$ cat src/rtl/slurm16_mem_arbiter.sv
// Five-way arbiter for the single synchronous SRAM port: video reads first (round-robin),
// then flash DMA writes, then the CPU, which gets a forced grant after CPU_MAX_WAIT lost cycles.
module slurm16_mem_arbiter #(
  parameter int BITS         = 16,
  parameter int ADDRESS_BITS = 16,
  parameter int CPU_MAX_WAIT = 4
) (
  input  logic                    CLK,
  input  logic                    RST,

  input  logic [ADDRESS_BITS-1:0] spcon_memory_address,
  output logic [BITS-1:0]         spcon_memory_data,
  input  logic                    spcon_rvalid,
  output logic                    spcon_rready,

  input  logic [ADDRESS_BITS-1:0] bg0_memory_address,
  output logic [BITS-1:0]         bg0_memory_data,
  input  logic                    bg0_rvalid,
  output logic                    bg0_rready,

  input  logic [ADDRESS_BITS-1:0] bg1_memory_address,
  output logic [BITS-1:0]         bg1_memory_data,
  input  logic                    bg1_rvalid,
  output logic                    bg1_rready,

  input  logic [ADDRESS_BITS-1:0] fl_memory_address,
  input  logic [BITS-1:0]         fl_memory_data,
  input  logic                    fl_wvalid,
  output logic                    fl_wready,

  input  logic [ADDRESS_BITS-1:0] cpu_addr,
  input  logic [BITS-1:0]         cpu_wdata,
  output logic [BITS-1:0]         cpu_rdata,
  input  logic                    cpu_wr,
  input  logic                    cpu_rd,
  input  logic [1:0]              cpu_wr_mask,
  output logic                    cpu_success,

  output logic [ADDRESS_BITS-1:0] mem_addr,
  output logic [BITS-1:0]         mem_wdata,
  output logic                    mem_wr,
  output logic                    mem_rd,
  output logic [1:0]              mem_wr_mask,
  input  logic [BITS-1:0]         mem_rdata
);

  localparam logic [2:0] ID_SPCON = 3'd0;
  localparam logic [2:0] ID_BG0   = 3'd1;
  localparam logic [2:0] ID_BG1   = 3'd2;
  localparam logic [2:0] ID_FL    = 3'd3;
  localparam logic [2:0] ID_CPU   = 3'd4;
  localparam logic [3:0] MAX_WAIT = 4'(CPU_MAX_WAIT);

  // State
  logic                    inflight_vld_q, inflight_vld_d;
  logic [2:0]              inflight_id_q,  inflight_id_d;
  logic [1:0]              rr_ptr_q,       rr_ptr_d;
  logic [3:0]              wait_cnt_q,     wait_cnt_d;
  logic [ADDRESS_BITS-1:0] addr_hold_q,    addr_hold_d;
  logic [BITS-1:0]         wdata_hold_q,   wdata_hold_d;

  // Arbitration signals
  logic [2:0]              vid_active;
  logic [3:0]              vid_elig;
  logic                    vid_hit;
  logic [1:0]              vid_sel;
  logic [1:0]              vid_idx;
  logic                    fl_elig;
  logic                    cpu_active;
  logic                    cpu_elig;
  logic                    cpu_granted;
  logic                    grant_vld;
  logic [2:0]              grant_id;

  // Selected access
  logic [ADDRESS_BITS-1:0] vid_addr_sel;
  logic [ADDRESS_BITS-1:0] sel_addr;
  logic [BITS-1:0]         sel_wdata;
  logic                    sel_rd;
  logic                    sel_wr;
  logic [1:0]              sel_mask;

  assign vid_active  = {bg1_rvalid, bg0_rvalid, spcon_rvalid};
  assign vid_elig[3] = 1'b0;

  // A requester granted last cycle is masked while its completion is pending.
  for (genvar gi = 0; gi < 3; gi++) begin : g_vid_elig
    assign vid_elig[gi] = vid_active[gi] && !(inflight_vld_q && inflight_id_q == 3'(gi));
  end

  assign fl_elig    = fl_wvalid && !(inflight_vld_q && inflight_id_q == ID_FL);
  assign cpu_active = cpu_rd || cpu_wr;
  assign cpu_elig   = cpu_active && !(inflight_vld_q && inflight_id_q == ID_CPU);

  // Round-robin search over the video group starting at rr_ptr_q.
  always_comb begin
    vid_hit = 1'b0;
    vid_sel = 2'd0;
    vid_idx = rr_ptr_q;
    for (int k = 0; k < 3; k++) begin
      if (!vid_hit && vid_elig[vid_idx]) begin
        vid_hit = 1'b1;
        vid_sel = vid_idx;
      end
      vid_idx = (vid_idx == 2'd2) ? 2'd0 : vid_idx + 2'd1;
    end
  end

  always_comb begin
    grant_vld = 1'b0;
    grant_id  = ID_SPCON;
    if (cpu_elig && wait_cnt_q == MAX_WAIT) begin
      grant_vld = 1'b1;
      grant_id  = ID_CPU;
    end else if (vid_hit) begin
      grant_vld = 1'b1;
      grant_id  = {1'b0, vid_sel};
    end else if (fl_elig) begin
      grant_vld = 1'b1;
      grant_id  = ID_FL;
    end else if (cpu_elig) begin
      grant_vld = 1'b1;
      grant_id  = ID_CPU;
    end
  end

  assign cpu_granted = grant_vld && grant_id == ID_CPU;

  always_comb begin
    unique case (vid_sel)
      2'd1:    vid_addr_sel = bg0_memory_address;
      2'd2:    vid_addr_sel = bg1_memory_address;
      default: vid_addr_sel = spcon_memory_address;
    endcase
  end

  // Access encoding; address and write data hold their last values when idle.
  always_comb begin
    sel_addr  = addr_hold_q;
    sel_wdata = wdata_hold_q;
    sel_rd    = 1'b0;
    sel_wr    = 1'b0;
    sel_mask  = 2'b00;
    if (grant_vld) begin
      case (grant_id)
        ID_FL: begin
          sel_addr  = fl_memory_address;
          sel_wdata = fl_memory_data;
          sel_wr    = 1'b1;
          sel_mask  = 2'b11;
        end
        ID_CPU: begin
          sel_addr = cpu_addr;
          if (cpu_wr) begin
            sel_wdata = cpu_wdata;
            sel_wr    = 1'b1;
            sel_mask  = cpu_wr_mask;
          end else begin
            sel_rd = 1'b1;
          end
        end
        default: begin
          sel_addr = vid_addr_sel;
          sel_rd   = 1'b1;
        end
      endcase
    end
  end

  // Next-state logic
  always_comb begin
    inflight_vld_d = grant_vld;
    inflight_id_d  = grant_id;
    addr_hold_d    = sel_addr;
    wdata_hold_d   = sel_wdata;
    rr_ptr_d       = rr_ptr_q;
    if (grant_vld && grant_id < ID_FL) begin
      rr_ptr_d = (vid_sel == 2'd2) ? 2'd0 : vid_sel + 2'd1;
    end
    // Anything other than an eligible-but-losing CPU returns the counter to zero.
    wait_cnt_d = 4'd0;
    if (cpu_elig && !cpu_granted) begin
      wait_cnt_d = (wait_cnt_q == MAX_WAIT) ? wait_cnt_q : wait_cnt_q + 4'd1;
    end
  end

  always_ff @(posedge CLK or posedge RST) begin
    if (RST) begin
      inflight_vld_q <= 1'b0;
      inflight_id_q  <= ID_SPCON;
      rr_ptr_q       <= 2'd0;
      wait_cnt_q     <= 4'd0;
      addr_hold_q    <= '0;
      wdata_hold_q   <= '0;
    end else begin
      inflight_vld_q <= inflight_vld_d;
      inflight_id_q  <= inflight_id_d;
      rr_ptr_q       <= rr_ptr_d;
      wait_cnt_q     <= wait_cnt_d;
      addr_hold_q    <= addr_hold_d;
      wdata_hold_q   <= wdata_hold_d;
    end
  end

  // SRAM port is quiet while reset is held, even if requests are pending.
  assign mem_addr    = RST ? '0 : sel_addr;
  assign mem_wdata   = RST ? '0 : sel_wdata;
  assign mem_rd      = !RST && sel_rd;
  assign mem_wr      = !RST && sel_wr;
  assign mem_wr_mask = RST ? 2'b00 : sel_mask;

  assign spcon_rready = inflight_vld_q && inflight_id_q == ID_SPCON;
  assign bg0_rready   = inflight_vld_q && inflight_id_q == ID_BG0;
  assign bg1_rready   = inflight_vld_q && inflight_id_q == ID_BG1;
  assign fl_wready    = inflight_vld_q && inflight_id_q == ID_FL;
  assign cpu_success  = inflight_vld_q && inflight_id_q == ID_CPU;

  assign spcon_memory_data = mem_rdata;
  assign bg0_memory_data   = mem_rdata;
  assign bg1_memory_data   = mem_rdata;
  assign cpu_rdata         = mem_rdata;

endmodule

$ cat config.mk
export PLATFORM = sky130hd
export DESIGN_NAME = slurm16_mem_arbiter
export DESIGN_NICKNAME = d
export VERILOG_FILES = /design/src/rtl/slurm16_mem_arbiter.sv
export SDC_FILE = /design/constraint.sdc
export NUM_CORES = 1
export LEC_CHECK = 0
export ABC_AREA = 1
export CAP_MARGIN = 20
export CORE_MARGIN = 5
export CORE_UTILIZATION = 35
export CTS_BUF_LIST = sky130_fd_sc_hd__clkbuf_4
export DETAILED_ROUTE_END_ITERATION = 10
export PLACE_DENSITY = 0.84
export SLEW_MARGIN = 0
export SYNTH_ARGS = -nofsm -noshare
export SYNTH_HDL_FRONTEND = slang
export SYNTH_SLANG_ARGS = --single-unit
export TNS_END_PERCENT = 100
$ cat constraint.sdc
create_clock -name CLK -period 3.75 [get_ports CLK]
set_input_delay 0.75 -clock CLK [delete_from_list [all_inputs] [get_ports CLK]]
set_output_delay 0.75 -clock CLK [all_outputs]
set_load 0.03 [all_outputs]
; ---- Word level (Yosys, flattened, before mapping)
; Index checks and enable logic that the tools add are counted.
[totals]
ff_bits = 42
input_bits = 138
out_inout_bits = 105
wordCells = 98
[classes]
add_sub_neg = 4
n_lt_le_gt_ge = 4
eq_ne = 12
n_mux = 43
reduce_logical = 29
[ops]
columns = operator, count
row1 = 16-bit one-hot mux with 2 select lines, 3
row2 = 16-bit two-way mux, 5
row3 = 1-bit logical AND, 18
row4 = 2-bit two-way mux, 9
row5 = 1-bit two-way mux, 14
row6 = 3-bit two-way mux, 4
row7 = 3-bit by 2-bit == test with 1-bit output (second input constant), 3
row8 = 1-bit zero test, 9
row9 = 2-bit by 3-bit less-than comparator with 1-bit output (second input constant), 3
row10 = 4-bit two-way mux, 2
row11 = 2-bit by 1-bit adder with 2-bit output (second input constant), 3
row12 = 1-bit binary-select mux with 2-bit select, 3
row13 = 2-bit == test (second input constant), 3
row14 = 3-bit == test (second input constant), 2
row15 = 4-bit by 1-bit adder with 4-bit output (second input constant), 1
row16 = 4-bit by 3-bit == test with 1-bit output (second input constant), 1
row17 = 1-bit one-hot mux with 2 select lines, 2
row18 = 2-bit one-hot mux with 2 select lines, 1
row19 = 3-bit by 1-bit == test with 1-bit output (second input constant), 1
row20 = 3-bit zero test, 1
row21 = 3-bit by 2-bit less-than comparator with 1-bit output (second input constant), 1
row22 = 2-bit by 1-bit == test with 1-bit output (second input constant), 1
row23 = 2-bit inequality test (second input constant), 1
row24 = 1-bit logical OR, 1

; ---- Logic depth before layout (Yosys ltp)
; Gate-level depths: netlist of run 1.
[logic_depth]
word_depth = 20
ltp_mapped = 19
mapped_depth_nobuf = 17

; ---- Least setup slack after synthesis of run 1
; OpenSTA, ideal clock, no wires.
[synth_path]
kind = in2out
startpoint = input spcon_rvalid
endpoint = output mem_addr[5]
arrival_ns = 3.238
required_ns = 3.000
setup_slack_ns = -0.238
stages = 13
path_buffers = 2
cell_sequence = nand3_1 nand2_1 nor2_4 nand4_1 nand2_1 inv_1 ha_1 clkbuf_1 clkbuf_1 mux2i_1 nand3_1 nand3_1 a21oi_1
[synth_between]
elab_chain_cells = 16
word_cells_on_any_way = 29
classes_between = 4 x eq/ne / 20 x mux / 5 x reduce/logical
[synth_rtl]
columns = element, line
row1 = "start, declared", 13  ; input logic spcon_rvalid,
row2 = 1-bit logical AND (*), 88  ; assign vid_elig[gi] = vid_active[gi] && !(inflight_vld_q && inflight_id_q == 3'(gi));
row3 = 1-bit binary-select mux with 2-bit select, 101  ; if (!vid_hit && vid_elig[vid_idx]) begin
row4 = 1-bit two-way mux (not written as such), 101
row5 = 1-bit two-way mux, 101
row6 = 1-bit zero test, 101
row7 = 1-bit logical AND, 101
row8 = 1-bit two-way mux, 101
row9 = 1-bit zero test, 101
row10 = 1-bit logical AND, 101
row11 = 2-bit two-way mux / 1-bit two-way mux (equally long branches), 101
row12 = 3-bit two-way mux, 115  ; end else if (vid_hit) begin
row13 = 3-bit two-way mux, 112  ; if (cpu_elig && wait_cnt_q == MAX_WAIT) begin
row14 = 3-bit == test / 3-bit by 2-bit == test with 1-bit output (equally long branches), 145  ; case (grant_id)
row15 = 16-bit one-hot mux with 2 select lines, 145
row16 = 16-bit two-way mux (*), 144  ; if (grant_vld) begin
row17 = 16-bit two-way mux (*), 206  ; assign mem_addr = RST ? '0 : sel_addr;
row18 = "end, declared", 39  ; output logic [ADDRESS_BITS-1:0] mem_addr,
; Every way passes the cells marked *; elsewhere a longest branch is shown, timed or not. The select of a mux whose other input is x is not followed.

; ---- Worst setup path after layout of run 1
[layout_path]
startpoint = input bg1_rvalid
endpoint = output mem_addr[5]
[layout_between]
elab_chain_cells = 16
word_cells_on_any_way = 29
classes_between = 4 x eq/ne / 20 x mux / 5 x reduce/logical
[layout_rtl]
columns = element, line
row1 = "start, declared", 23  ; input logic bg1_rvalid,
row2 = 1-bit logical AND (*), 88
row3 = 1-bit binary-select mux with 2-bit select, 101
row4 = 1-bit two-way mux (not written as such), 101
row5 = 1-bit two-way mux, 101
row6 = 1-bit zero test, 101
row7 = 1-bit logical AND, 101
row8 = 1-bit two-way mux, 101
row9 = 1-bit zero test, 101
row10 = 1-bit logical AND, 101
row11 = 2-bit two-way mux / 1-bit two-way mux (equally long branches), 101
row12 = 3-bit two-way mux, 115
row13 = 3-bit two-way mux, 112
row14 = 3-bit == test / 3-bit by 2-bit == test with 1-bit output (equally long branches), 145
row15 = 16-bit one-hot mux with 2 select lines, 145
row16 = 16-bit two-way mux (*), 144
row17 = 16-bit two-way mux (*), 206
; Marks and branches as above.

==> flow_metrics.env, run 1 <==
export IMPL_relSlewSlack_pct=40.1
export IMPL_fin_crit_sh_pct=99.6
export IMPL_finalCriticalPeriod_ns=3.74
export IMPL_critPathKind="in -> out"
export IMPL_layout_drive_gt1_share_pct=26.9
export IMPL_die_w_um=116
export IMPL_cts_sinks=42
export IMPL_die_y_um=116
export IMPL_synth_edf_count=0
export IMPL_routedWlPerCell_um=15.9
export IMPL_instances_no_fill=840
export IMPL_synth_area_um2=3950
export IMPL_grt_pass1_wl_mm=20.1
export IMPL_drtIter0Drc=248
export IMPL_syn2layout_area_growth_pct=49.2
export IMPL_r2r_slack_ns=1.22
export IMPL_reg2reg_depth=17
export IMPL_fin_nets=843
export IMPL_crit_arrival_ns=2.99
export IMPL_ys_warn_count=0
export IMPL_viasPerCell=4.90
export IMPL_core_area_um2=10900
export IMPL_syn_nets=718
export IMPL_ctsHoldBuffers=0
export IMPL_drcViolationCount=0
export IMPL_ys_flop_type="dfrtp_1"
export IMPL_totalWireLength_mm=13.4
export IMPL_syn_inst=574
export IMPL_h_tree_depth=2
export IMPL_ys_ff_latch=42
export IMPL_diodes=0
export IMPL_p_leak_nw=2.96
export IMPL_setup_violations=0
export IMPL_port_buffers=162
export IMPL_synth_top_area_cell="dfrtp_1"
export IMPL_hp_class="reg -> reg"
export IMPL_holdPathStages=2
export IMPL_synthTopCellsByCount="146 x nand2_1, 65 x buf_4, 65 x nand3_1, 63 x inv_1, 42 x dfrtp_1"
export IMPL_rsz0062_at_grt="yes"
export IMPL_dp_hpwl_mm=9.85
export IMPL_placed_area_um2=5460
export IMPL_dp_cells=818
export IMPL_synth_top_cell_area_share_pct=26.6
export IMPL_ant_nets=0
export IMPL_clk_latency_ns=0.35
export IMPL_grt_pass1_vias=4119
export IMPL_dieArea_um2=13500
export IMPL_synth_most_common_cell="nand2_1"
export IMPL_fin_util_pct=53.9
export IMPL_via_count=4116
export IMPL_grt_overflow_total=0
export IMPL_cts_clk_slew_worst_paths_ns=0.13
export IMPL_cts_tree="done"
export IMPL_cp_end_kind="primary output"
export IMPL_design_area_um2=5900
export IMPL_outcome="finished clean"
export IMPL_ys_async_sr_fraction_pct=100
export IMPL_tightest_slew_ns=0.898
export IMPL_start_util_pct=36.1
export IMPL_report_final_slew_viol_count=0
export IMPL_max_cap_violations=0
export IMPL_clk_path_buf_depth=2
export IMPL_clockRootBuffer="clkbuf_4"
export IMPL_max_freq_ghz=0.268
export IMPL_ir_drop_v=0.000816
export IMPL_rows=38
export IMPL_yosysSeqAreaShare_pct=26.6
export IMPL_cts_made_buffers=5
export IMPL_ios=243
export IMPL_drtPass1Iterations=6
export IMPL_critPathMaxFanout=12
export IMPL_crit_path_start_kind="input port"
export IMPL_grt_util_all_layers_pct=19.0
export IMPL_hold_viol=0
export IMPL_synth_area_leaders="dfrtp_1 27%, nand2_1 14%, buf_4 12%"
export IMPL_critPathRequiredTime_ns=3.00
export IMPL_fin_total_pwr_mw=7.56
export IMPL_power_density_nw_per_um2=1280
export IMPL_gp_congestion=0.892
export IMPL_clock_skew_ns=0.00577
export IMPL_grt_max_degree=43
export IMPL_antenna_found_initial=0
export IMPL_synth_cell_type_count=29
export IMPL_synth_area_per_cell_um2=6.89
## metrics by stage
stage          hold slack (ns)  TNS, ns  setup WS [ns]
2_1_floorplan            0.444  -0.0434        -0.0434
3_3_place_gp             0.458    -2.38         -0.153
3_5_place_dp             0.465    -3.83         -0.224
4_1_cts                  0.497        0       0.000113
5_1_grt                  0.508   -0.896         -0.140
6_report                 0.494        0         0.0136
## sequential cells by signal, indices dropped and copies added, names as in the netlist
signal / cells
addr_hold_q: 16
wdata_hold_q: 16
wait_cnt_q: 4
inflight_id_q: 3
rr_ptr_q: 2
inflight_vld_q: 1
## power breakdown
group | switching, mW | total (mW) | internal, mW
sequential | 0.114 | 0.823 | 0.709
clock | 0.158 | 0.228 | 0.0700
combinational | 3.58 | 6.51 | 2.93
total | 3.85 | 7.56 | 3.70
## per-layer routing
layer  global-route usage, %  wire length, um
met1                    23.3             5310
met4                    6.11              208
met2                    32.0             6600
met3                    5.49             1280
met5                       0                0
## placed cells by master (no fill, tap or decap), types with 4 or more instances in the layout
cell             instances
mux2i_1                 10
nand2_2                 12
inv_1                   60
clkdlybuf4s50_1        122
nor2_4                   6
a21oi_1                 11
nand3_1                 53
ha_1                     4
a22o_1                  16
a21oi_2                 21
buf_6                   12
mux2i_2                  6
buf_4                   59
o21ai_0                  6
dfrtp_1                 41
o21ai_1                  6
nand3_2                 27
clkbuf_4                 5
nand2_1                136
inv_2                    8
buf_12                  11
nor2_1                  37
## critical path: stages
cell           delay [ns]
dlygate4sd2_1        0.29
nand3_2              0.10
nand2_2              0.10
nand3_4              0.11
nand4_1              0.17
nand2_2              0.08
buf_4                0.14
ha_4                 0.17
buf_4                0.18
a22o_1               0.21
mux2i_2              0.19
nand3_1              0.13
nand3_2              0.11
a21oi_2              0.07
buf_6                0.19
## cells by family after synthesis
group	count (synthesis)	share of synthesized area (%)
adders and majority gates	6	1.90
muxes	16	4.05
DFF	42	26.6
xor gates and xnor gates	2	0.443
buffers and inverters	164	22.4
AOI/OAI and AO/OA	61	11.1
and+or+nand+nor	283	33.5
## path summary, 6_finish.rpt
path / from / endpoint
max reg2reg: inflight_id_q[1] / addr_hold_q[8]
min in group asynchronous: RST / wdata_hold_q[3]
max: bg1_rvalid / mem_addr[5]
min: addr_hold_q[3] / addr_hold_q[3]
max in group asynchronous: RST / rr_ptr_q[1]
min reg2reg: addr_hold_q[3] / addr_hold_q[3]
## what timing repair did
item                       CTS  global route
pin swaps                    3            21
setup endpoints to repair   34            34
hold endpoints to repair     0             0
setup buffers                1            12
gates cloned                 1             0
gates resized for setup     11            59
## area by class of cell
cell class / instances / area (um2)
flip-flops and latches: 42 / 1050
repair buffers: 211 / 2130
clock inverters: 3 / 16.3
multi-input cells: 368 / 2210
fillers: 1014 / 5040
inverters: 71 / 277
clock buffers: 5 / 37.5
well taps: 140 / 175
Power figures use the tool's default switching activity.
==> inputs of run 2 (changes only) <==
CAP_MARGIN = unset   (was 20)
==> results of run 2 <==
No change in the layout: final DEF, timing and power equal those of run 1.
==> inputs of run 3 (changes only) <==
--- a/config.mk
+++ b/config.mk
@@ -8,2 +8,3 @@
 export ABC_AREA = 1
+export CAP_MARGIN = 30
 export CORE_MARGIN = 5
--- a/constraint.sdc
+++ b/constraint.sdc
@@ -3,2 +3,2 @@
 set_output_delay 0.75 -clock CLK [all_outputs]
-set_load 0.03 [all_outputs]
+set_load 0.01 [all_outputs]
==> flow_metrics.env, run 3 (synthesized netlist as in run 1, its figures left out) <==
export IMPL_drtIter0Drc=211
export IMPL_dieArea_um2=13500
export IMPL_cp_slowest_cell="clkdlybuf4s50_1"
export IMPL_rsz0062_at_grt="yes"
export IMPL_cts_clk_slew_worst_paths_ns=0.14
export IMPL_ir_drop_v=0.000541
export IMPL_dp_cells=841
export IMPL_core_area_um2=10900
export IMPL_largestRegisters="addr_hold_q: 16 flops, wdata_hold_q: 16 flops, wait_cnt_q: 4 flops"
export IMPL_max_cap_violations=0
export IMPL_fin_total_pwr_mw=6.53
export IMPL_power_density_nw_per_um2=1100
export IMPL_crit_buf_inv=6
export IMPL_drtPass1Iterations=4
export IMPL_setup_violations=0
export IMPL_hold_viol=0
export IMPL_grt_util_all_layers_pct=19.3
export IMPL_ios=243
export IMPL_port_buffers=162
export IMPL_grt_pass1_vias=4284
export IMPL_die_w_um=116
export IMPL_rows=38
export IMPL_gp_congestion=0.883
export IMPL_h_tree_depth=2
export IMPL_cts_tree="done"
export IMPL_grt_pass1_wl_mm=20.8
export IMPL_die_y_um=116
export IMPL_instances_no_fill=869
export IMPL_p_leak_nw=3.18
export IMPL_crit_family="buffers and inverters"
export IMPL_grt_max_degree=43
export IMPL_fin_nets=872
export IMPL_dp_hpwl_mm=10.1
export IMPL_fillers=1055
export IMPL_finalCriticalPeriod_ns=3.71
export IMPL_critPathMaxFanout=12
export IMPL_crit_path_start_kind="register"
export IMPL_fin_crit_sh_pct=98.9
export IMPL_cp_cell_sequence="nor2_4, nand2_2, nand3_1, nand3_2, buf_4, inv_1, buf_4, nand4_4, a21oi_4, inv_4, nand2_2, inv_4, a21oi_2, nor2_1, clkdlybuf4s50_1"
export IMPL_whs_ns=0.487
export IMPL_layout_common_cells="139 x nand2_1, 122 x clkdlybuf4s50_1, 73 x buf_4"
export IMPL_drcViolationCount=0
export IMPL_crit_arrival_ns=2.96
export IMPL_relSlewSlack_pct=53.9
export IMPL_critPathRequiredTime_ns=3.00
export IMPL_report_final_slew_viol_count=0
export IMPL_clk_path_buf_depth=2
export IMPL_diodes=0
export IMPL_cp_end_kind="primary output"
export IMPL_grt_overflow_total=0
export IMPL_clk_latency_ns=0.35
export IMPL_finalSetupTns_ns=0
export IMPL_critPathKind="reg -> out"
export IMPL_cp_slowest_stage_delay_ns=0.47
export IMPL_clock_skew_ns=0.0153
export IMPL_clockRootBuffer="clkbuf_4"
export IMPL_layout_commonest_cell="nand2_1"
export IMPL_viasPerCell=4.76
export IMPL_max_freq_ghz=0.270
export IMPL_hp_class="reg -> reg"
export IMPL_ant_nets=0
export IMPL_cts_made_buffers=5
export IMPL_tightest_slew_ns=0.691
export IMPL_routedWlPerCell_um=15.2
export IMPL_layout_drive_gt1_share_pct=25.9
export IMPL_outcome="finished clean"
export IMPL_antenna_found_initial=0
export IMPL_cts_sinks=42
export IMPL_via_count=4135
export IMPL_start_util_pct=36.1
export IMPL_syn2layout_area_growth_pct=49.9
export IMPL_totalWireLength_mm=13.2
==> run 3: cell count changes in the layout (fill, tap and decap cells not counted), moves of 3 or more <==
cell	before	now
buf_12	11	3
buf_2	1	14
buf_4	59	73
buf_6	12	0
buf_8	0	3
clkbuf_2	0	3
clkdlybuf4s15_1	0	4
dlygate4sd2_1	3	8
dlymetal6s2s_1	0	10
mux2i_1	10	15
mux2i_2	6	1
nand2_1	136	139
nand2_2	12	8
==> run 3: power breakdown <==
group          leakage, nW  total (mW)  switching, mW  internal (mW)
combinational         2.64        5.46           2.92           2.54
clock               0.0331       0.235          0.157         0.0781
sequential           0.509       0.834          0.124          0.710
total                 3.18        6.53           3.20           3.32
==> run 3: final timing paths <==
kind / slack, ns / start / cells after the start / to
worst max-delay path: 0.04 / inflight_id_q[2] / 15 / mem_wdata[2]
worst min-delay path: 0.49 / addr_hold_q[0] / 2 / addr_hold_q[0]
worst max register to register: 1.28 / inflight_id_q[2] / 16 / addr_hold_q[8]
worst min register to register: 0.49 / addr_hold_q[0] / 2 / addr_hold_q[0]
max in group asynchronous: 2.50 / RST / 3 / addr_hold_q[15]
min in group asynchronous: 0.85 / RST / 3 / inflight_id_q[2]
==> run 3: area by class of cell <==
type                    count  area [um2]  area share, %
inverters                  71         272           4.58
well taps                 140         175           2.96
clock buffers               6        45.0          0.760
multi-input cells         368        2180           36.7
repair buffers            240        2190           37.0
flip-flops and latches     42        1050           17.8
clock inverters             2        8.76          0.148
==> run 3: per-stage QoR <==
step | utilization, % | instance area, um2 | setup WS [ns]
after floorplan | - | 3950 | 0.0395
after global placement | 51.2 | 5600 | -0.530
after detailed placement | 51.2 | 5600 | -0.645
after CTS | 52.6 | 5750 | -0.0327
after global routing | 54.2 | 5930 | -0.184
final | 54.2 | 5930 | 0.0397
==> run 3: tightest hold or removal path, delay by kind of cell, from the launching register on <==
kind,cells,cell delay (ns)
simple gates,2,0.12
flops,1,0.34
==> run 3: repair_timing <==
action                     CTS  global route
setup endpoints to repair   36            37
gates cloned                 0             0
setup buffers               14             6
hold buffers                 0             0
pin swaps                    3            13
resized for setup           84            56
==> run 3: per-layer routing <==
layer  vias up  routed length [um]  global-route usage [%]
met3        31                1180                    5.85
met5         -                   0                       0
met1      1859                5250                    23.2
li1       2061                   -                       -
met2       184                6500                    33.8
met4         0                 274                    4.80
